===== config.mk =====
export PLATFORM = sky130hd
export DESIGN_NAME = if_fetch
export DESIGN_NICKNAME = d
export VERILOG_FILES = /design/src/rtl/if_fetch_pkg.sv /design/src/rtl/if_fetch.sv
export SDC_FILE = /design/constraint.sdc
export NUM_CORES = 1
export LEC_CHECK = 0
export CORE_MARGIN = 2
export CORE_UTILIZATION = 50
export CTS_CLUSTER_DIAMETER = 60
export DETAILED_ROUTE_END_ITERATION = 16
export GPL_ROUTABILITY_DRIVEN = 0
export MAX_ROUTING_LAYER = met4
export PLACE_DENSITY_LB_ADDON = 0.1
export SYNTH_ARGS = -nofsm -noshare
export SYNTH_HDL_FRONTEND = slang
export SYNTH_SLANG_ARGS = --single-unit

===== constraint.sdc =====
create_clock -name clk -period 3.02 [get_ports clk]
set_input_delay 0.604 -clock clk [delete_from_list [all_inputs] [get_ports clk]]
set_output_delay 0.604 -clock clk [all_outputs]
set_load 0.02 [all_outputs]

===== src/rtl/if_fetch_pkg.sv =====
// Shared types and constants for the instruction-fetch stage.
// Latency: n/a (package only).
// Backpressure: n/a (package only).
package if_fetch_pkg;

    localparam int INST_ADDR_W = 32;
    localparam int INST_W      = 32;

    localparam logic [INST_ADDR_W-1:0] RESET_PC_DEF = 32'h0000_0000;
    localparam logic [INST_W-1:0]      ZERO_WORD    = 32'h0000_0000;

    // IDLE : one cycle after reset with fetch disabled
    // FETCH: request outstanding on the instruction bus
    // HOLD : word captured while the pipeline was stalled, bus idle
    // DRAIN: flushed while a request was in flight; wait for its ack, drop data
    typedef enum logic [1:0] {
        IF_IDLE  = 2'd0,
        IF_FETCH = 2'd1,
        IF_HOLD  = 2'd2,
        IF_DRAIN = 2'd3
    } if_state_e;

    // Sequential fetch address; wraps naturally at the top of the address space.
    function automatic logic [INST_ADDR_W-1:0] next_word(input logic [INST_ADDR_W-1:0] addr);
        return addr + 32'd4;
    endfunction

endpackage


===== src/rtl/if_fetch.sv =====
// Instruction fetch: owns the PC, runs a req/ack instruction bus, presents pc/inst to if_id.
// Latency: inst is valid in the ack cycle (0-wait memory sustains one instruction per cycle).
// Backpressure: stall[0] freezes the PC; a word arriving while stalled is buffered (HOLD).
//
// Ports:
//   clk, rst                 clock (rising edge), async active-low reset
//   stall[5:0], flush,new_pc from ctrl (only stall[0] is used here)
//   branch_flag_i, branch_target_address_i   taken branch from id (delay slot honoured)
//   ibus_req/addr/ack/rdata  instruction bus; req holds with a stable address until ack
//   pc, inst, ce             to if_id
//   stallreq                 to ctrl: no instruction available this cycle
module if_fetch
    import if_fetch_pkg::*;
#(
    parameter logic [INST_ADDR_W-1:0] RESET_PC = RESET_PC_DEF
) (
    input  logic                   clk,
    input  logic                   rst,
    input  logic [5:0]             stall,
    input  logic                   flush,
    input  logic [INST_ADDR_W-1:0] new_pc,
    input  logic                   branch_flag_i,
    input  logic [INST_ADDR_W-1:0] branch_target_address_i,
    output logic                   ibus_req,
    output logic [INST_ADDR_W-1:0] ibus_addr,
    input  logic                   ibus_ack,
    input  logic [INST_W-1:0]      ibus_rdata,
    output logic [INST_ADDR_W-1:0] pc,
    output logic [INST_W-1:0]      inst,
    output logic                   ce,
    output logic                   stallreq
);

    if_state_e              r_state,     w_state_nxt;
    logic [INST_ADDR_W-1:0] r_pc,        w_pc_nxt;
    logic [INST_W-1:0]      r_buf,       w_buf_nxt;
    logic                   r_buf_valid, w_buf_valid_nxt;
    logic                   r_br_pend,   w_br_pend_nxt;
    logic [INST_ADDR_W-1:0] r_br_target, w_br_target_nxt;
    logic [INST_ADDR_W-1:0] r_redir_pc,  w_redir_pc_nxt;
    logic                   r_ce,        w_ce_nxt;

    logic                   w_avail;
    logic                   w_consume;
    logic [INST_ADDR_W-1:0] w_next_pc;
    logic                   w_unused;

    // Upper stall bits belong to later pipeline stages.
    assign w_unused = ^stall[5:1];

    assign w_avail   = r_ce & ((ibus_ack & (r_state == IF_FETCH)) | r_buf_valid);
    assign w_consume = w_avail & ~stall[0] & ~flush;

    // A branch arriving in the same cycle the delay slot is consumed redirects immediately.
    assign w_next_pc = branch_flag_i ? branch_target_address_i :
                       r_br_pend     ? r_br_target             :
                                       next_word(r_pc);

    assign ibus_req  = (r_state == IF_FETCH) | (r_state == IF_DRAIN);
    // In DRAIN the PC is untouched, so the bus keeps the in-flight address.
    assign ibus_addr = r_pc;
    assign pc        = r_pc;
    assign inst      = r_buf_valid ? r_buf : (r_ce ? ibus_rdata : ZERO_WORD);
    assign ce        = r_ce;
    assign stallreq  = r_ce & ~w_avail;

    always_ff @(posedge clk or negedge rst) begin
        if (!rst) begin
            r_state     <= IF_IDLE;
            r_pc        <= RESET_PC;
            r_buf       <= ZERO_WORD;
            r_buf_valid <= 1'b0;
            r_br_pend   <= 1'b0;
            r_br_target <= RESET_PC;
            r_redir_pc  <= RESET_PC;
            r_ce        <= 1'b0;
        end else begin
            r_state     <= w_state_nxt;
            r_pc        <= w_pc_nxt;
            r_buf       <= w_buf_nxt;
            r_buf_valid <= w_buf_valid_nxt;
            r_br_pend   <= w_br_pend_nxt;
            r_br_target <= w_br_target_nxt;
            r_redir_pc  <= w_redir_pc_nxt;
            r_ce        <= w_ce_nxt;
        end
    end

    always_comb begin
        w_state_nxt     = r_state;
        w_pc_nxt        = r_pc;
        w_buf_nxt       = r_buf;
        w_buf_valid_nxt = r_buf_valid;
        w_br_pend_nxt   = r_br_pend;
        w_br_target_nxt = r_br_target;
        w_redir_pc_nxt  = r_redir_pc;
        w_ce_nxt        = r_ce;

        // Branch capture ignores stall; a same-cycle consume below overrides it.
        if (branch_flag_i && !flush) begin
            w_br_pend_nxt   = 1'b1;
            w_br_target_nxt = branch_target_address_i;
        end

        case (r_state)
            IF_IDLE: begin
                w_ce_nxt    = 1'b1;
                w_state_nxt = IF_FETCH;
                if (flush) begin
                    w_pc_nxt = new_pc;
                end
            end

            IF_FETCH: begin
                if (flush) begin
                    w_br_pend_nxt   = 1'b0;
                    w_buf_valid_nxt = 1'b0;
                    if (!ibus_ack) begin
                        // Request cannot be aborted: park the target until the ack.
                        w_redir_pc_nxt = new_pc;
                        w_state_nxt    = IF_DRAIN;
                    end else begin
                        w_pc_nxt = new_pc;
                    end
                end else if (ibus_ack) begin
                    if (w_consume) begin
                        w_pc_nxt      = w_next_pc;
                        w_br_pend_nxt = 1'b0;
                    end else begin
                        w_buf_nxt       = ibus_rdata;
                        w_buf_valid_nxt = 1'b1;
                        w_state_nxt     = IF_HOLD;
                    end
                end
            end

            IF_HOLD: begin
                if (flush) begin
                    w_pc_nxt        = new_pc;
                    w_br_pend_nxt   = 1'b0;
                    w_buf_valid_nxt = 1'b0;
                    w_state_nxt     = IF_FETCH;
                end else if (w_consume) begin
                    w_pc_nxt        = w_next_pc;
                    w_br_pend_nxt   = 1'b0;
                    w_buf_valid_nxt = 1'b0;
                    w_state_nxt     = IF_FETCH;
                end
            end

            IF_DRAIN: begin
                if (flush) begin
                    w_br_pend_nxt  = 1'b0;
                    w_redir_pc_nxt = new_pc;
                end
                if (ibus_ack) begin
                    w_pc_nxt    = flush ? new_pc : r_redir_pc;
                    w_state_nxt = IF_FETCH;
                end
            end

            default: begin
                w_state_nxt = IF_IDLE;
            end
        endcase
    end

endmodule


Word level (Yosys, flattened, before mapping):

Index checks and enable logic that the tools add are counted.

* memories kept: 0
* bits in read-only memories: 0
* input bits: 107
* bits in latches: 0
* register bits after elaboration: 133
* memory bits (writable): 0

* equal/unequal tests: 12
* shifts and indexed selects: 0
* reduce and logical (&&, ||, !) cells: 10
* multiplexer cells: 37
* $add $sub $neg: 1
* bitwise gates (word level): 11
* order comparisons: 0
* div/mod/pow operators: 0
* $mul: 0

Operators by type and width (number)
* 32-bit 2-to-1 mux: 14
* 32-bit case mux with 4 select lines: 1
* 32-bit case mux with 2 select lines: 1
* 32-bit by 3-bit adder with 32-bit output (second input constant): 1
* 2-bit 2-to-1 mux: 7
* 3-bit inequality test (second input constant): 4
* 1-bit 2-to-1 mux: 11
* 2-bit inequality test (second input constant): 5
* 2-bit case mux with 4 select lines: 1
* 4-bit AND reduction: 2
* 3-bit AND reduction: 2
* 1-bit AND: 5
* 5-bit AND reduction: 1
* 2-bit == test (second input constant): 2
* 1-bit inverter: 4
* 2-bit nonzero test: 2
* 1-bit case mux with 3 select lines: 1
* 2-bit by 1-bit == test with 1-bit output (second input constant): 1
* 2-bit logical NOT: 1
* 1-bit OR: 2
* 1-bit case mux with 2 select lines: 1
* 1-bit logical AND: 1
* 1-bit logical NOT: 1

Longest topological paths before layout:

Gate-level depths: netlist of the first run.

* word-level depth: 10
* mapped depth: 10
* mapped depth without buffers: 8

Worst setup path after synthesis of the first run:

OpenSTA, ideal clock, no wires.

* kind: register -> register
* from: register r_state[1]
* to: register r_buf[0]
* clock period less this slack: 2136 ps
* stages on the path, launching flop included: 10
* data required time: 2895 ps
* data arrival time: 2012 ps
* slack: 884 ps
* path through: dfrtp_1 > inv_1 > ha_1 > buf_2 > a21oi_2 > or3b_1 > buf_2 > nand3_1 > buf_4 > mux2_2

* cells in the longest elaborated chain, start to end: 8

Ends and longest elaborated chain
* from (decl): line if_fetch.sv:34 `if_state_e r_state, w_state_nxt;`
* from (signal assigned): line if_fetch.sv:78 `r_state <= w_state_nxt;`
* 2-bit by 1-bit == test with 1-bit output *: line if_fetch.sv:51, if_fetch.sv:105
* 1-bit AND: line if_fetch.sv:51 `assign w_avail = r_ce & ((ibus_ack & (r_state == IF_FETCH)) | r_buf_valid);`
* 1-bit OR: line if_fetch.sv:51
* 1-bit AND: line if_fetch.sv:51
* 1-bit AND (2 in series): line if_fetch.sv:52 `assign w_consume = w_avail & ~stall[0] & ~flush;`
* 1-bit inverter (no source line)
* 4-bit AND reduction (no source line) *
* to (signal assigned): line if_fetch.sv:80 `r_buf <= w_buf_nxt;`
* to (decl): line if_fetch.sv:36 `logic [INST_W-1:0] r_buf, w_buf_nxt;`

Mark *: on every way between the ends. The rest lies on a longest branch, timed or not.
A chain may end at the register's enable or synchronous reset.

Worst setup path after layout of the first run:

* from: register r_state[1]
* to: output stallreq

* cells in the longest elaborated chain, start to end: 6

Ends and longest elaborated chain
* 2-bit by 1-bit == test with 1-bit output: line if_fetch.sv:51
* 1-bit AND: line if_fetch.sv:51
* 1-bit OR: line if_fetch.sv:51
* 1-bit AND: line if_fetch.sv:51
* 1-bit inverter: line if_fetch.sv:65 `assign stallreq = r_ce & ~w_avail;`
* 1-bit AND: line if_fetch.sv:65
* to (decl): line if_fetch.sv:31 `output logic stallreq`

No other way between the ends.

==> results of run 1 <==
## kinds of logic (layout without fill, tap and decap cells)
kind of cell / count (synthesis) / in the layout
adder cells (fa/ha/maj): 7 / 7
buffers and inverters: 113 / 285
XOR/XNOR: 13 / 13
other: 0 / 1
flip-flops: 133 / 133
AO/OA/AOI/OAI: 233 / 233
AND/OR/NAND/NOR: 146 / 146
multiplexers: 112 / 112
## through the flow
step	hold slack, ns	std cells	setup slack, ns	instance area (µm²)
global placement	0.481	1114	0.295	9940
detailed placement	0.489	1114	0.259	9940
finish	0.149	1146	0.154	10600
CTS	0.166	1145	0.0744	10600
floorplan	0.308	757	0.884	7970
global route	0.185	1146	0.0285	10600
## critical path, delay by kind of cell (launching register included)
kind / cells / cell delay, ns
buffers and inverters: 2 / 0.71
adder cells (fa/ha/maj): 1 / 0.33
AND/OR/NAND/NOR: 1 / 0.16
AO/OA/AOI/OAI: 1 / 0.26
flip-flops: 1 / 0.39
## power breakdown
part	switching [mW]	total [mW]	leakage (nW)	internal, mW
Sequential	0.698	3.24	1.57	2.55
Clock	0.811	2.46	0.336	1.65
Combinational	3.32	6.33	2.43	3.01
## routing by layer
layer | vias to the layer above | global-route usage, % | wire, µm
met5 | - | - | 0
met2 | 346 | 48.7 | 12200
li1 | 3169 | - | -
met4 | 0 | 13.2 | 667
met1 | 3510 | 36.1 | 9780
met3 | 61 | 5.66 | 1620
## what timing repair did
item / CTS / global route
hold endpoints to repair: 0 / 0
endpoints found under the setup margin: 0 / 1
gates resized for setup: 0 / 1
## path summary, 6_finish.rpt
check                                            start                     endpoint  depth (start not counted)  slack, ns
hold reg to reg            r_br_target[10]$_DFFE_PN0P_  r_br_target[10]$_DFFE_PN0P_                          1       0.50
max in group asynchronous                          rst    r_redir_pc[8]$_DFFE_PN0P_                          2       2.00
setup / recovery                r_state[1]$_DFFE_PN0P_                     stallreq                          5       0.15
hold / removal                                     rst    ibus_addr[21]$_DFFE_PN0P_                          1       0.15
min in group clk           r_br_target[10]$_DFFE_PN0P_  r_br_target[10]$_DFFE_PN0P_                          1       0.50
setup reg to reg                r_state[1]$_DFFE_PN0P_    ibus_addr[23]$_DFFE_PN0P_                          8       0.45
## flip-flops by register name, summed over array words and instances, names as in the netlist
register / count
r_state: 2
r_buf: 32
r_buf_valid: 1
ibus_addr: 32
r_redir_pc: 32
r_br_target: 32
r_br_pend: 1
ce: 1
## final cells by class
cell class                      count  area, µm²
Fill cell                        1198       5070
Tap cell                          216        270
Inverter                           22       82.6
Multi-Input combinational cell    511       4000
Antenna cell                        1       2.50
Clock inverter                     13        254
Clock buffer                       18        439
Sequential cell                   133       3330
Timing Repair Buffer              232       2260
## layout by cell type (no fill, tap or decap), types with 12 or more instances in the layout
| cell type | count |
|---|---|
| nand2_1 | 37 |
| clkdlybuf4s50_1 | 198 |
| o21ai_0 | 42 |
| o22ai_1 | 17 |
| inv_1 | 21 |
| nor2_1 | 38 |
| nand3_1 | 12 |
| dfrtp_1 | 133 |
| a21oi_1 | 29 |
| buf_4 | 30 |
| o221ai_1 | 12 |
| mux2_2 | 108 |
| a22oi_1 | 13 |
| a22o_1 | 46 |
| clkbuf_16 | 17 |
==> results.md, run 1 <==
* Status: finished, final reports clean
* DR DRC count at 0
* Number of library cell types mapped by synthesis at slightly below 80
* Max-cap violations at 0
* Synthesized Nets at just under 900
* First-pass GRT wire length at about 37 mm
* Initial Util at slightly above 50%
* Routed len/inst at ~21 µm
* Startpoint types: flop
* Ordered list of cells on the worst path: inv_1, ha_1, a21oi_2, and2_1, clkdlybuf4s50_1
* CP Class: reg2out
* Setup TNS at 0 ns
* EDFF count, synth at 0
* Synth top area share at a little over two fifths
* Seq/Total Area, Yosys at roughly two fifths
* CP endpoint kind: primary output
* Initial antenna violation count at 1
* Max Slew Vio Count at 0
* First DRT Iteration DRCs at between 500 and 600
* Largest net degree at the start of global routing at 59
* Std cell rows at 46
* Ys flop type: dfrtp_1
* Die H at 130 µm
* Count of final setup violators at 0
* Post-Synth XOR/XNOR Area at about 1.4%
* PnR Total Power at between 10 and 15 mW
* Peak VDD IR at roughly 600 µV
* Pre-antenna DRT Iters at 5
* # IOs at between 200 and 250
* Slowest CP cell: clkdlybuf4s50_1
* Routed wire length at around 24 mm
* Slew @ Worst Pin at roughly 0.8 ns
* Clock Sinks at between 100 and 150
* Synth Area in Simple Gates at 10.1%
* Die Wd at between 100 and 150 µm
* F_max at ~350 MHz
* Vias/cell at roughly 6.2
* Clock period minus worst slack at approximately 2.9 ns
* CP arrival at roughly 2.3 ns
* Multiplexer share of the synthesized area at around 16%
* I/O Buffers at 200
* Die ar. at 17000 µm²
* Synthesized-area fraction occupied by adder cells at 1.10%
* Tcrit/Tclk final at around 95%
* Final core utilization at between 60% and 70%
* Synthesized area per cell at 10.5 µm²
* CTS Hold Bufs at 0
* Synth Area in Compound Gates at between 20% and 30%
* Top-count cell post-synth: dfrtp_1
* Clock skew at 0.00853 ns
* Yosys warnings at 0
* Fin. Hold Viols at 0
* Max clock buf depth at 2
* Max stage delay on crit path at 0.62 ns
* Via count at between 7000 and 8000
* Total CTS buffers at 17
* Vias in the first global route at about 7000
* Largest fanout on the critical path at 9
* Ys async rst share at 100%
* Clk Latency, worst-skew pair at between 0.4 and 0.5 ns
* Area leader, netlist: dfrtp_1
* Most common library cells after synthesis: 133 x dfrtp_1, 108 x mux2_2, 46 x a22o_1, 42 x o21ai_0, 40 x nor2_1
* RSZ-0062 raised after global routing: false
* Dpl hpwl at 16.5 mm
* Total grt overflow at 0
* Synthesis-stage register bit count at 133
* Slew margin rel. at roughly 47%
* CTS tree: done
* CTS root buffer: clkbuf_16
* Clock-pin slew on the worst setup and hold paths at approximately 0.060 ns
* Leakage at 4.33 nW
* Top cells by area, synth: dfrtp_1 42%, mux2_2 15%, a22o_1 5.1%
* Core Footprint at approximately 16000 µm²
* Main combinational cell family by area after synthesis: compound AO/OA/AOI/OAI gates
* Mapped Area at 7970 µm²
* Mapped Cells at between 700 and 800
* Final Net Count at ~1000
* Number of routed nets with antenna violations at 0
* Share of cells above drive strength 1 at a little over a fifth
* # Post-CTS Setup Buffers at 0
* Area delta synth->final at 33.4%
* PwrDens at approximately 1100 nW/µm²
* Gr usage total at 29.8%
* Worst Hold Class: in2async
* Required time of the critical path at around 2.4 ns
* Htree depth at 4
Power figures use the tool's default switching activity.
==> run 2: changes to the inputs <==
- ABC_AREA: default -> 1
==> run 2 against run 1 <==
Sequential power about the same. Clock-buffer cell count increased by 3. Core utilization down 1.7 points. Synthesized cell count rose by 67%. Worst hold slack worse by 0.083 ns. Die area rose by 8.5%.
==> results.md, run 2 <==
* Pre-antenna DRT Iters at 6 (+1)
* Core Footprint at 17100 µm² (+8.9%)
* Count of final setup violators at 0 (unchanged)
* CTS root buffer: clkbuf_16
* Leakage at 5.30 nW (+22%)
* Area leader, netlist: dfrtp_1
* Worst Hold Class: in2async
* CTS tree: done
* Via count at 8723 (+23%)
* Clock-pin slew on the worst setup and hold paths at 0.06 ns (about the same)
* Min Hold Slack at 0.0668 ns (-0.0825 ns)
* Crit path setup slack, layout at 0.297 ns (+0.143 ns)
* Vias in the first global route at 8258 (+15%)
* P_int at 6.81 mW (-5.6%)
* Ys async rst share at 100% (unchanged)
* Part of the power in registers at 26.0% (-1.0 points)
* Top-count cell post-synth: nand2_1
* Final Instance Area at 11300 µm² (+6.2%)
* Yosys warnings at 0 (unchanged)
* Clock skew at 0.00783 ns (-0.000698 ns)
* Clock period minus worst slack at 2.72 ns (-0.143 ns)
* Fin. Hold Viols at 0 (unchanged)
* Worst Reg-to-Reg Cells at 7 (-1)
* Net switching power at 5.59 mW (+16%)
* I/O Buffers at 200 (unchanged)
* Synthesized Nets at 1381 (+59%)
* Die Wd at 136 µm (+4.2%)
* Total CTS buffers at 17 (unchanged)
* Routed wire length at 26.0 mm (+7.2%)
* Initial Util at 50.7% (-0.082 points)
* Final core utilization at 66.0% (-1.7 points)
* Max clock buf depth at 2 (unchanged)
* Number of routed nets with antenna violations at 0 (unchanged)
* Clock Sinks at 133 (unchanged)
* Mapped Area at 8670 µm² (+8.8%)
* Required time of the critical path at 2.42 ns (about the same)
* Die ar. at 18400 µm² (+8.5%)
* Sw frac at 45.1% (+5.0 points)
* Post-DP Area at 10600 µm² (+6.9%)
* Std cell rows at 48 (+4.3%)
* Commonest non-fill, non-tap cell in the layout: nand2_1
* Most common library cells after synthesis: 323 x nand2_1, 159 x nor2_1, 134 x inv_1, 133 x dfrtp_1, 93 x o21ai_0
* Final std cells w/o fill at 1649 (+44%)
* Clk Latency, worst-skew pair at 0.42 ns (about the same)
* Ys flop type: dfrtp_1
* Setup TNS at 0 ns (unchanged)
* Tcrit/Tclk final at 90.2% (-4.7 points)
* Initial antenna violation count at 1 (unchanged)
* Clk pwr share at 18.8% (-1.6 points)
* Peak VDD IR at 765 µV (+30%)
* Ordered list of cells on the worst path: inv_2, nand2_2, buf_4, o21ai_0, clkdlybuf4s50_1
* Die H at 136 µm (+4.2%)
* Startpoint types: flop
* Most frequent cells in the layout: 322 x nand2_1, 198 x clkdlybuf4s50_1, 159 x nor2_1
* Worst path bufs/invs at 3 (+1)
* Setup WS pre-CTS at 0.433 ns (+0.173 ns)
* Mapped Cells at 1267 (+67%)
* Share of cells above drive strength 1 at 6.68% (-15 points)
* PwrDens at 1100 nW/µm² (-3.0%)
* Worst path depth at 5 (unchanged)
* Vias/cell at 5.29 (-14%)
* Synthesized area per cell at 6.84 µm² (-35%)
* EDFF count, synth at 0 (unchanged)
* Max-cap violations at 0 (unchanged)
* Number of library cell types mapped by synthesis at 40 (-49%)
* CTS Hold Bufs at 0 (unchanged)
* F_max at 367 MHz (+5.2%)
* Slew @ Worst Pin at 0.942 ns (+0.145 ns)
* Slew margin rel. at 37.2% (-9.6 points)
* DR DRC count at 0 (unchanged)
* Status: finished, final reports clean
* First-pass GRT wire length at 41.6 mm (+11%)
* Gr usage total at 29.8% (about the same)
* Area delta synth->final at 30.3%
* Top cells by area, synth: dfrtp_1 38%, nand2_1 14%, nor2_1 6.9%
* Htree depth at 4 (unchanged)
* Synth top area share at 38.4% (-3.4 points)
* PnR Total Power at 12.4 mW (+3.0%)
* Placed Cells incl. Taps at 1616 (+45%)
* Comb pwr share at 55.2% (+2.6 points)
* Seq/Total Area, Yosys at 38.4% (-3.4 points)
* CP top delay family: buffers and inverters
* RSZ-0062 raised after global routing: false
* Largest net degree at the start of global routing at 65 (+10%)
* Dpl hpwl at 17.9 mm (+8.6%)
* Post-CTS sizing at 0 (unchanged)
* # IOs at 206 (unchanged)
* Largest fanout on the critical path at 20 (+11)
* # Post-CTS Setup Buffers at 0 (unchanged)
* Total grt overflow at 0 (unchanged)
* Max Slew Vio Count at 0 (unchanged)
* CP endpoint kind: primary output
* Max stage delay on crit path at 0.65 ns (+0.03 ns)
* Final Net Count at 1524 (+48%)
* Routed len/inst at 15.8 µm (-25%)
* CP Class: reg2out
* Slowest CP cell: clkdlybuf4s50_1
* First DRT Iteration DRCs at 692 (+28%)
* CP arrival at 2.12 ns (-0.14 ns)
* Synthesis-stage register bit count at 133 (unchanged)
run 2: cell types whose count changed in the layout (fill, tap and decap cells not counted), moves of 25 or more:
cell,delta
a21oi_1,+32
a22o_1,-46
inv_1,+113
mux2_2,-108
nand2_1,+285
nand3_1,+37
nor2_1,+121
nor3_1,+29
o21ai_0,+51
o21ai_1,+68
o22a_1,+25
run 2: worst reg2reg max path, stage by stage, from the launching register on:
cell,delay [ns]
dfrtp_1,0.62
inv_2,0.79
nand3_1,0.33
nand3_1,0.14
nand2_1,0.05
nand2_1,0.06
o211ai_1,0.16
nand2_1,0.11
run 2: cells by family (layout without fill, tap and decap cells):
| kind of cell | after synthesis | in the layout | synth area share, % |
|---|---|---|---|
| xor gates and xnor gates | 3 | 3 | 0.303 |
| DFF | 133 | 133 | 38.4 |
| buffers and inverters | 242 | 398 | 12.7 |
| AOI/OAI and AO/OA | 280 | 280 | 18.2 |
| other | 0 | 1 | 0 |
| and+or+nand+nor | 602 | 602 | 29.4 |
| adders and majority gates | 7 | 7 | 1.01 |
run 2: worst paths after layout:
| check | from | to | slack, ns |
|---|---|---|---|
| min | rst | ibus_addr[1]$_DFFE_PN0P_ | 0.07 |
| max reg2reg | r_br_pend$_DFF_PN0_ | ibus_addr[10]$_DFFE_PN0P_ | 0.69 |
| max in group asynchronous | rst | r_br_target[27]$_DFFE_PN0P_ | 2.24 |
| min in group clk | r_buf[31]$_DFFE_PN0P_ | r_buf[31]$_DFFE_PN0P_ | 0.49 |
| min reg2reg | r_buf[31]$_DFFE_PN0P_ | r_buf[31]$_DFFE_PN0P_ | 0.49 |
| max | r_buf_valid$_DFFE_PN0P_ | inst[4] | 0.30 |
run 2: layout make-up:
cell class,instances,area (µm²)
diodes,1,2.50
repair buffers,220,2230
clock buffers,21,460
well taps,225,282
inverters,146,548
multi-input cells,892,4240
clock inverters,11,199
flip-flops and latches,133,3330
fillers,1588,5820
run 2: layer usage:
metal	share of wire [%]	GRT usage, %	vias to the layer above
li1	-	-	4313
met1	45	40.9	3978
met2	44	44.2	390
met3	8.9	6.70	42
met4	2.0	8.97	0
met5	0	-	-
run 2: power by group through the flow:
stage / Sequential [mW] / Clock [mW] / Combinational, mW
floorplan: 3.28 / 0 / 4.45
global placement: 3.19 / 0 / 6.68
detailed placement: 3.23 / 0 / 6.74
CTS: 3.21 / 2.35 / 6.80
global route: 3.31 / 2.42 / 7.52
finish: 3.22 / 2.33 / 6.84
